==> src/rtl/arcade_input_map.sv <==
// arcade_input_map: merges PS/2 keyboard events and per-player joystick words
// into registered per-player control bytes. It stretches coin pulses and can
// optionally modulate fire with a shared autofire square wave.
// Optional feature macro: ARCADE_INPUT_AUTOFIRE_EN. When it is undefined there
// is no autofire timebase, af_en is ignored, fire passes straight through and
// bit [7] of each byte reads 0.
module arcade_input_map #(
    parameter int unsigned PLAYERS   = 2,
    parameter logic [15:0] COIN_HOLD = 16'd1800,
    parameter logic [19:0] AF_HALF   = 20'd300000
) (
    input  logic                  clk_sys,
    input  logic                  reset,
    input  logic [10:0]           ps2_key,
    input  logic [16*PLAYERS-1:0] joy_in,
    input  logic [PLAYERS-1:0]    af_en,
    output logic [8*PLAYERS-1:0]  ctrl_out
);

    // Bit positions shared by the raw vector, joystick word and output byte.
    localparam int BIT_R     = 0;
    localparam int BIT_L     = 1;
    localparam int BIT_D     = 2;
    localparam int BIT_U     = 3;
    localparam int BIT_FIRE  = 4;
    localparam int BIT_START = 5;
    localparam int BIT_COIN  = 6;

    // Only players 0 and 1 have keyboard keys, so only two key-state words exist.
    logic [1:0][6:0]         key_q, key_d;
    logic                    toggle_q, toggle_d;
    logic                    key_event;
    logic [PLAYERS-1:0][6:0] raw;
    logic [PLAYERS-1:0]      coin_prev_q, coin_prev_d;
    logic [15:0]             coin_cnt_q [PLAYERS];
    logic [15:0]             coin_cnt_d [PLAYERS];
    logic [PLAYERS-1:0]      coin_out;
    logic [8*PLAYERS-1:0]    ctrl_q, ctrl_d;

    // The extended-code flag is deliberately not decoded, and joystick bits above [6] carry no function.
    logic unused_inputs;
    assign unused_inputs = ^{ps2_key[8], joy_in};

    // A key event is any change of the toggle bit since the previous edge.
    always_comb begin
        toggle_d  = ps2_key[10];
        key_event = (ps2_key[10] != toggle_q);
        // NOTE: key_d takes key_q first, so unmapped codes hold state and no latch is inferred.
        key_d     = key_q;
        if (key_event) begin
            case (ps2_key[7:0])
                8'h75:        key_d[0][BIT_U]     = ps2_key[9];
                8'h72:        key_d[0][BIT_D]     = ps2_key[9];
                8'h6B:        key_d[0][BIT_L]     = ps2_key[9];
                8'h74:        key_d[0][BIT_R]     = ps2_key[9];
                8'h29, 8'h14: key_d[0][BIT_FIRE]  = ps2_key[9];
                8'h16, 8'h05: key_d[0][BIT_START] = ps2_key[9];
                8'h2E:        key_d[0][BIT_COIN]  = ps2_key[9];
                8'h2D:        if (PLAYERS > 1) key_d[1][BIT_U]     = ps2_key[9];
                8'h2B:        if (PLAYERS > 1) key_d[1][BIT_D]     = ps2_key[9];
                8'h23:        if (PLAYERS > 1) key_d[1][BIT_L]     = ps2_key[9];
                8'h34:        if (PLAYERS > 1) key_d[1][BIT_R]     = ps2_key[9];
                8'h1C:        if (PLAYERS > 1) key_d[1][BIT_FIRE]  = ps2_key[9];
                8'h1E, 8'h06: if (PLAYERS > 1) key_d[1][BIT_START] = ps2_key[9];
                8'h36:        if (PLAYERS > 1) key_d[1][BIT_COIN]  = ps2_key[9];
                default:      ;
            endcase
        end
    end

    // Raw per-player controls: keyboard state ORed with the joystick word.
    always_comb begin
        for (int p = 0; p < PLAYERS; p++) begin
            raw[p] = joy_in[16*p +: 7];
            if (p == 0) begin
                raw[p] = raw[p] | key_q[0];
            end else if (p == 1) begin
                raw[p] = raw[p] | key_q[1];
            end
        end
    end

    // Coin stretcher: a rising edge loads COIN_HOLD, and the countdown runs
    // only after raw coin drops, so the output outlasts the release by
    // COIN_HOLD cycles whether the press was short or long.
    always_comb begin
        for (int p = 0; p < PLAYERS; p++) begin
            coin_prev_d[p] = raw[p][BIT_COIN];
            coin_out[p]    = raw[p][BIT_COIN] | (coin_cnt_q[p] != 16'd0);
            if (raw[p][BIT_COIN] && !coin_prev_q[p]) begin
                coin_cnt_d[p] = COIN_HOLD;
            end else if (!raw[p][BIT_COIN] && (coin_cnt_q[p] != 16'd0)) begin
                coin_cnt_d[p] = coin_cnt_q[p] - 16'd1;
            end else begin
                coin_cnt_d[p] = coin_cnt_q[p];
            end
        end
    end

`ifdef ARCADE_INPUT_AUTOFIRE_EN
    logic [19:0] af_cnt_q, af_cnt_d;
    logic        af_phase_q, af_phase_d;

    // Shared autofire timebase: count 0..AF_HALF-1, toggling phase on each wrap.
    always_comb begin
        if (af_cnt_q == AF_HALF - 20'd1) begin
            af_cnt_d   = 20'd0;
            af_phase_d = ~af_phase_q;
        end else begin
            af_cnt_d   = af_cnt_q + 20'd1;
            af_phase_d = af_phase_q;
        end
    end

    // Autofire timebase register; the phase restarts high out of reset.
    always_ff @(posedge clk_sys) begin
        if (reset) begin
            af_cnt_q   <= 20'd0;
            af_phase_q <= 1'b1;
        end else begin
            af_cnt_q   <= af_cnt_d;
            af_phase_q <= af_phase_d;
        end
    end
`else
    logic unused_af;
    assign unused_af = ^af_en;
`endif

    // Assemble each output byte from raw controls, stretched coin and autofire.
    always_comb begin
        for (int p = 0; p < PLAYERS; p++) begin
            logic af_active;
            logic fire;
`ifdef ARCADE_INPUT_AUTOFIRE_EN
            af_active = af_en[p] & raw[p][BIT_FIRE];
            fire      = af_active ? af_phase_q : raw[p][BIT_FIRE];
`else
            af_active = 1'b0;
            fire      = raw[p][BIT_FIRE];
`endif
            ctrl_d[8*p +: 8] = {af_active, coin_out[p], raw[p][BIT_START], fire,
                                raw[p][BIT_U], raw[p][BIT_D], raw[p][BIT_L], raw[p][BIT_R]};
        end
    end

    // State registers; the toggle register tracks ps2_key[10] even in reset.
    always_ff @(posedge clk_sys) begin
        // NOTE: non-blocking so every flop samples pre-edge values regardless of statement order.
        toggle_q <= toggle_d;
        if (reset) begin
            key_q       <= '0;
            coin_prev_q <= '0;
            ctrl_q      <= '0;
            for (int p = 0; p < PLAYERS; p++) begin
                coin_cnt_q[p] <= 16'd0;
            end
        end else begin
            key_q       <= key_d;
            coin_prev_q <= coin_prev_d;
            ctrl_q      <= ctrl_d;
            for (int p = 0; p < PLAYERS; p++) begin
                coin_cnt_q[p] <= coin_cnt_d[p];
            end
        end
    end

    assign ctrl_out = ctrl_q;

endmodule
==> config.mk <==
export PLATFORM = sky130hd
export DESIGN_NAME = arcade_input_map
export DESIGN_NICKNAME = d
export VERILOG_FILES = /design/src/rtl/arcade_input_map.sv
export SDC_FILE = /design/constraint.sdc
export NUM_CORES = 1
export LEC_CHECK = 0
export BUFFER_PORTS_ARGS = -buffer_cell sky130_fd_sc_hd__buf_4
export CORE_MARGIN = 2
export CORE_UTILIZATION = 48
export DETAILED_ROUTE_END_ITERATION = 12
export HOLD_SLACK_MARGIN = 0.03
export PLACE_DENSITY = 0.77
export SLEW_MARGIN = 20
export SYNTH_ARGS = -nofsm -noshare
export SYNTH_HDL_FRONTEND = slang
export SYNTH_SLANG_ARGS = --single-unit
==> constraint.sdc <==
create_clock -name clk_sys -period 5 [get_ports clk_sys]
set_clock_uncertainty 0.15 [all_clocks]
set_input_delay 0.25 -clock clk_sys [delete_from_list [all_inputs] [get_ports clk_sys]]
set_output_delay 0.25 -clock clk_sys [all_outputs]
set_load 0.05 [all_outputs]
Word-level counts from Yosys, hierarchy flattened
Memory sizes are Yosys's and may differ from the RTL's.
Cells that the tools add are included.
{ "word_totals": {"regBits": 33, "mem_bits_rw": 32, "out_inout_bits": 16, "elab_cells": 81, "memories": 1} }
{ "mem_list": {"columns": ["name", "words", "width", "rd", "rd_ports_with_merged_regs", "wr", "line", "text"], "rows": [
  ["coin_cnt_q", 2, 16, 2, 0, 2, "35", "logic [15:0] coin_cnt_q [PLAYERS];"]
]} }
{ "op_classes": {"add_sub_neg": 2, "eq_ne": 18, "n_mux": 9, "n_bitwise": 6, "reduce_logical": 27} }
{ "op_table": {"columns": ["cell", "n"], "rows": [
  ["$mux 16", 6],
  ["$eq 8x6->1 const B", 7],
  ["$eq 8x5->1 const B", 4],
  ["$eq 8x7->1 const B", 4],
  ["$reduce_bool 16->1", 2],
  ["$sub 16x1->16 const B", 2],
  ["$reduce_and 2->1", 14],
  ["$eq 8x3->1 const B", 2],
  ["$or 7x7->7", 2],
  ["$reduce_or 2->1", 3],
  ["$logic_and 1x1->1", 4],
  ["$logic_not 1->1", 4],
  ["$or 1x1->1", 4],
  ["$mux 1", 3],
  ["$ne 1x1->1", 1]
]} }

Longest topological paths before layout
{ "logic_depth": {"word_depth": 6, "mapped_depth": 7, "ltp_nobuf": 6} }

Least setup slack after synthesis
No wires, ideal clock.
{ "synth_path": {"path_kind": "register -> register", "start": "memory coin_cnt_q[1][0], in the netlist coin_cnt_q[0][16]", "end": "memory coin_cnt_q[1][12], in the netlist coin_cnt_q[0][28]", "arrival_time_ps": 1947, "required_ps": 4734, "path_slack_ps": 2786, "path_stages_with_launch": 7, "path_buffers": 0, "path_cell_list": "dfxtp_1 -> inv_1 -> ha_1 -> or3b_2 -> nor4b_1 -> a31oi_1 -> a41o_1"} }
{ "synth_rtl": {"columns": ["item", "line"], "rows": [
  ["start: declaration", "35"]
]} }

==> flow_metrics.tcl <==
set metrics [dict create \
    clock-sinks 63 \
    cp_max_fo 5 \
    gr-usage-all-layers_pct 20.9 \
    setup_viol 0 \
    synth_async_sr_flop_share_pct 0 \
    port_buffers 39 \
    firstDrtPassIters 4 \
    fin_ws_ps 2310 \
    drive_above_1_share_pct 16.7 \
    cts_buffers 9 \
    synth_most_common_cell "dfxtp_1" \
    worstHoldPathCells 3 \
    fin_tns_setup_ps 0 \
    min_from "joy_in[6]" \
    critPathCaptureType "flop" \
    ant_nets 0 \
    period_needed_ps 2690 \
    areaGrowthSynthToFinish_pct 22.0 \
    ios 63 \
    r2r_cells 6 \
    dp_hpwl_um 4770 \
    vias 2936 \
    reg2reg_slack_ps 2310 \
    post-route-util_pct 59.8 \
    hold_path.class "in -> reg" \
    whs_endpoint "coin_prev_q[0]" \
    relSlewSlack_pct 33.8 \
    post_cts_resized 0 \
    critical_path_class "reg -> reg" \
    synth-main-ff-cell "dfxtp_1" \
    post_cts_buffers 0 \
    overflow 0 \
    power.density_nw_per_um2 359 \
    drt-wirelength-per-cell_um 14.9 \
    syn_area_per_cell_um2 8.49 \
    seq_area_frac_synth_pct 41.2 \
    clkTransAtPathRegs_ps 70 \
    worstMarginPinSlew_ps 980 \
    placed_area_um2 3390 \
    initial_utilization_pct 49.0 \
    vdd_ir_drop_max_v 0.000189 \
    finalInstanceArea_um2 3730 \
    clk_path_buf_depth 2 \
    root_buffer "clkbuf_8" \
    synth_seq_cells 63 \
    status "completed" \
    final_hold_viol_count 0 \
    slew_viol_final 0 \
    vias_per_cell 5.99 \
    cts_hold_buf 13 \
    drt-initial-drc-count 158 \
    n_antenna_cell 0 \
    netlist.area_leader.share_pct 41.2 \
    netlist_top_cells_count "63 x dfxtp_1, 50 x nor2_1, 24 x nand2_1" \
    p_leak_nw 1.47 \
    synth.distinct_cells 55 \
    nNetsFinal 458 \
    r2r-start "coin_cnt_q[0][16]" \
    drc 0 \
    dp.cells 462 \
    final_cells 490 \
    ys_warn_count 0 \
    routabilityCongestion 0.836 \
    postSynthCellCount 360 \
    grt_pass1_vias 2718 \
    grt_first_pass_wirelength_um 12000 \
    synthesis.area_um2 3060 \
    period_share_pct 53.7 \
    r2r-end "coin_cnt_q[0][28]" \
    grt_start_max_net_pins 50 \
    worstSkewPairLatency_ps 340 \
    yosys-top-cells-area "dfxtp_1 41%, nor2_1 6.1%, mux2i_1 5.2%" \
    rows 29 \
    cts_tree "yes" \
    die_x_um 83.8 \
    max_freq_mhz 372 \
    crit_required_ps 5080 \
    dieArea_um2 7020 \
    die_h_um 83.8 \
    core-area_um2 6240 \
    h-tree-depth 3 \
    grt_antenna_before_repair 0 \
    drv_cap 0 \
    startpoint_type "flop" \
    worst_ep_arrival_time_ps 2760 \
    place_ws_ps 2490 \
    synth_edf_count 0 \
    rsz0062_at_grt "no" \
    yosys.area.top_type "dfxtp_1" \
    finalWirelength_um 7290 \
]
## critical path: stages, from the launching register on
cell     delay (ps)
dfxtp_1         350
inv_1            90
ha_1            220
or3b_2          520
nor4b_1         830
a31oi_1         180
a41o_1          240
## worst max-delay path by stage
stage                      startpoint           endpoint  slack, ps  cells past startpoint
floorplan           coin_cnt_q[0][16]  coin_cnt_q[0][28]       2790                      6
global placement    coin_cnt_q[0][16]  coin_cnt_q[0][28]       2520                      6
detailed placement  coin_cnt_q[0][16]  coin_cnt_q[0][28]       2490                      6
CTS                 coin_cnt_q[0][16]  coin_cnt_q[0][28]       2390                      6
global route        coin_cnt_q[0][16]  coin_cnt_q[0][26]       2110                      6
finish              coin_cnt_q[0][16]  coin_cnt_q[0][28]       2310                      6
## power by group
part	switching [mW]	internal [mW]
sequential	0.0306	0.534
combinational	0.179	0.114
clock	0.193	0.290
total	0.402	0.938
## metal layers
| metal | GRT usage (%) | up-vias | part of all wire (%) |
|---|---|---|---|
| met5 | 0 | - | 0 |
| met4 | 7.33 | 0 | 2.1 |
| met3 | 5.44 | 17 | 7.1 |
| met2 | 36.1 | 104 | 47 |
| met1 | 25.0 | 1374 | 44 |
| li1 | - | 1441 | - |
## kinds of logic (layout without fill, tap and decap cells)
logic type,after synthesis,after routing,synth area share [%]
mux,17,17,5.61
xor+xnor,3,3,0.859
fa+ha+maj,2,2,0.818
flops,63,63,41.2
buf+inv,24,76,3.27
compound gates,75,75,16.9
other cells,1,2,0.123
simple gates,175,175,31.2
## layout by cell type, fill, tap and decap left out, types with 3 or more instances in the layout
master / synthesis / routed
a2111o_1: 5 / 5
a2111oi_0: 3 / 3
a211oi_1: 5 / 5
a21oi_1: 20 / 20
a31oi_1: 6 / 6
buf_4: 2 / 40
clkbuf_8: 0 / 10
dfxtp_1: 63 / 63
dlygate4sd3_1: 0 / 13
inv_1: 7 / 7
mux2i_1: 16 / 16
nand2_1: 24 / 24
nand2b_1: 4 / 4
nand3_1: 10 / 10
nand4_1: 9 / 9
nand4b_1: 3 / 3
nor2_1: 50 / 50
nor2b_1: 3 / 3
nor3_1: 11 / 11
nor4_1: 8 / 8
nor4b_1: 4 / 4
o21ai_0: 13 / 13
o31ai_1: 7 / 7
or2_2: 7 / 7
or3_1: 16 / 16
or4_1: 14 / 14
## through the flow
stage                     hold slack [ps]  total power, mW
final                                84.4             1.34
after global routing                 78.9             1.40
after CTS                            68.4             1.34
after detailed placement              242            0.852
after global placement                242            0.844
after floorplan                       128            0.777
## area by class of cell
type,count,area [um2]
Tap cell,77,96.3
Clock buffer,11,141
Fill cell,555,2510
Timing Repair Buffer,53,430
Inverter,8,30.0
Multi-Input combinational cell,274,1700
Sequential cell,63,1260
Clock inverter,4,70.1
## registers in the layout, summed over array words and instances, names as in the netlist
register	cells
toggle_q	1
key_q	14
ctrl_out	14
coin_cnt_q	32
coin_prev_q	2
No activity file was read; power rests on OpenSTA's default activity.
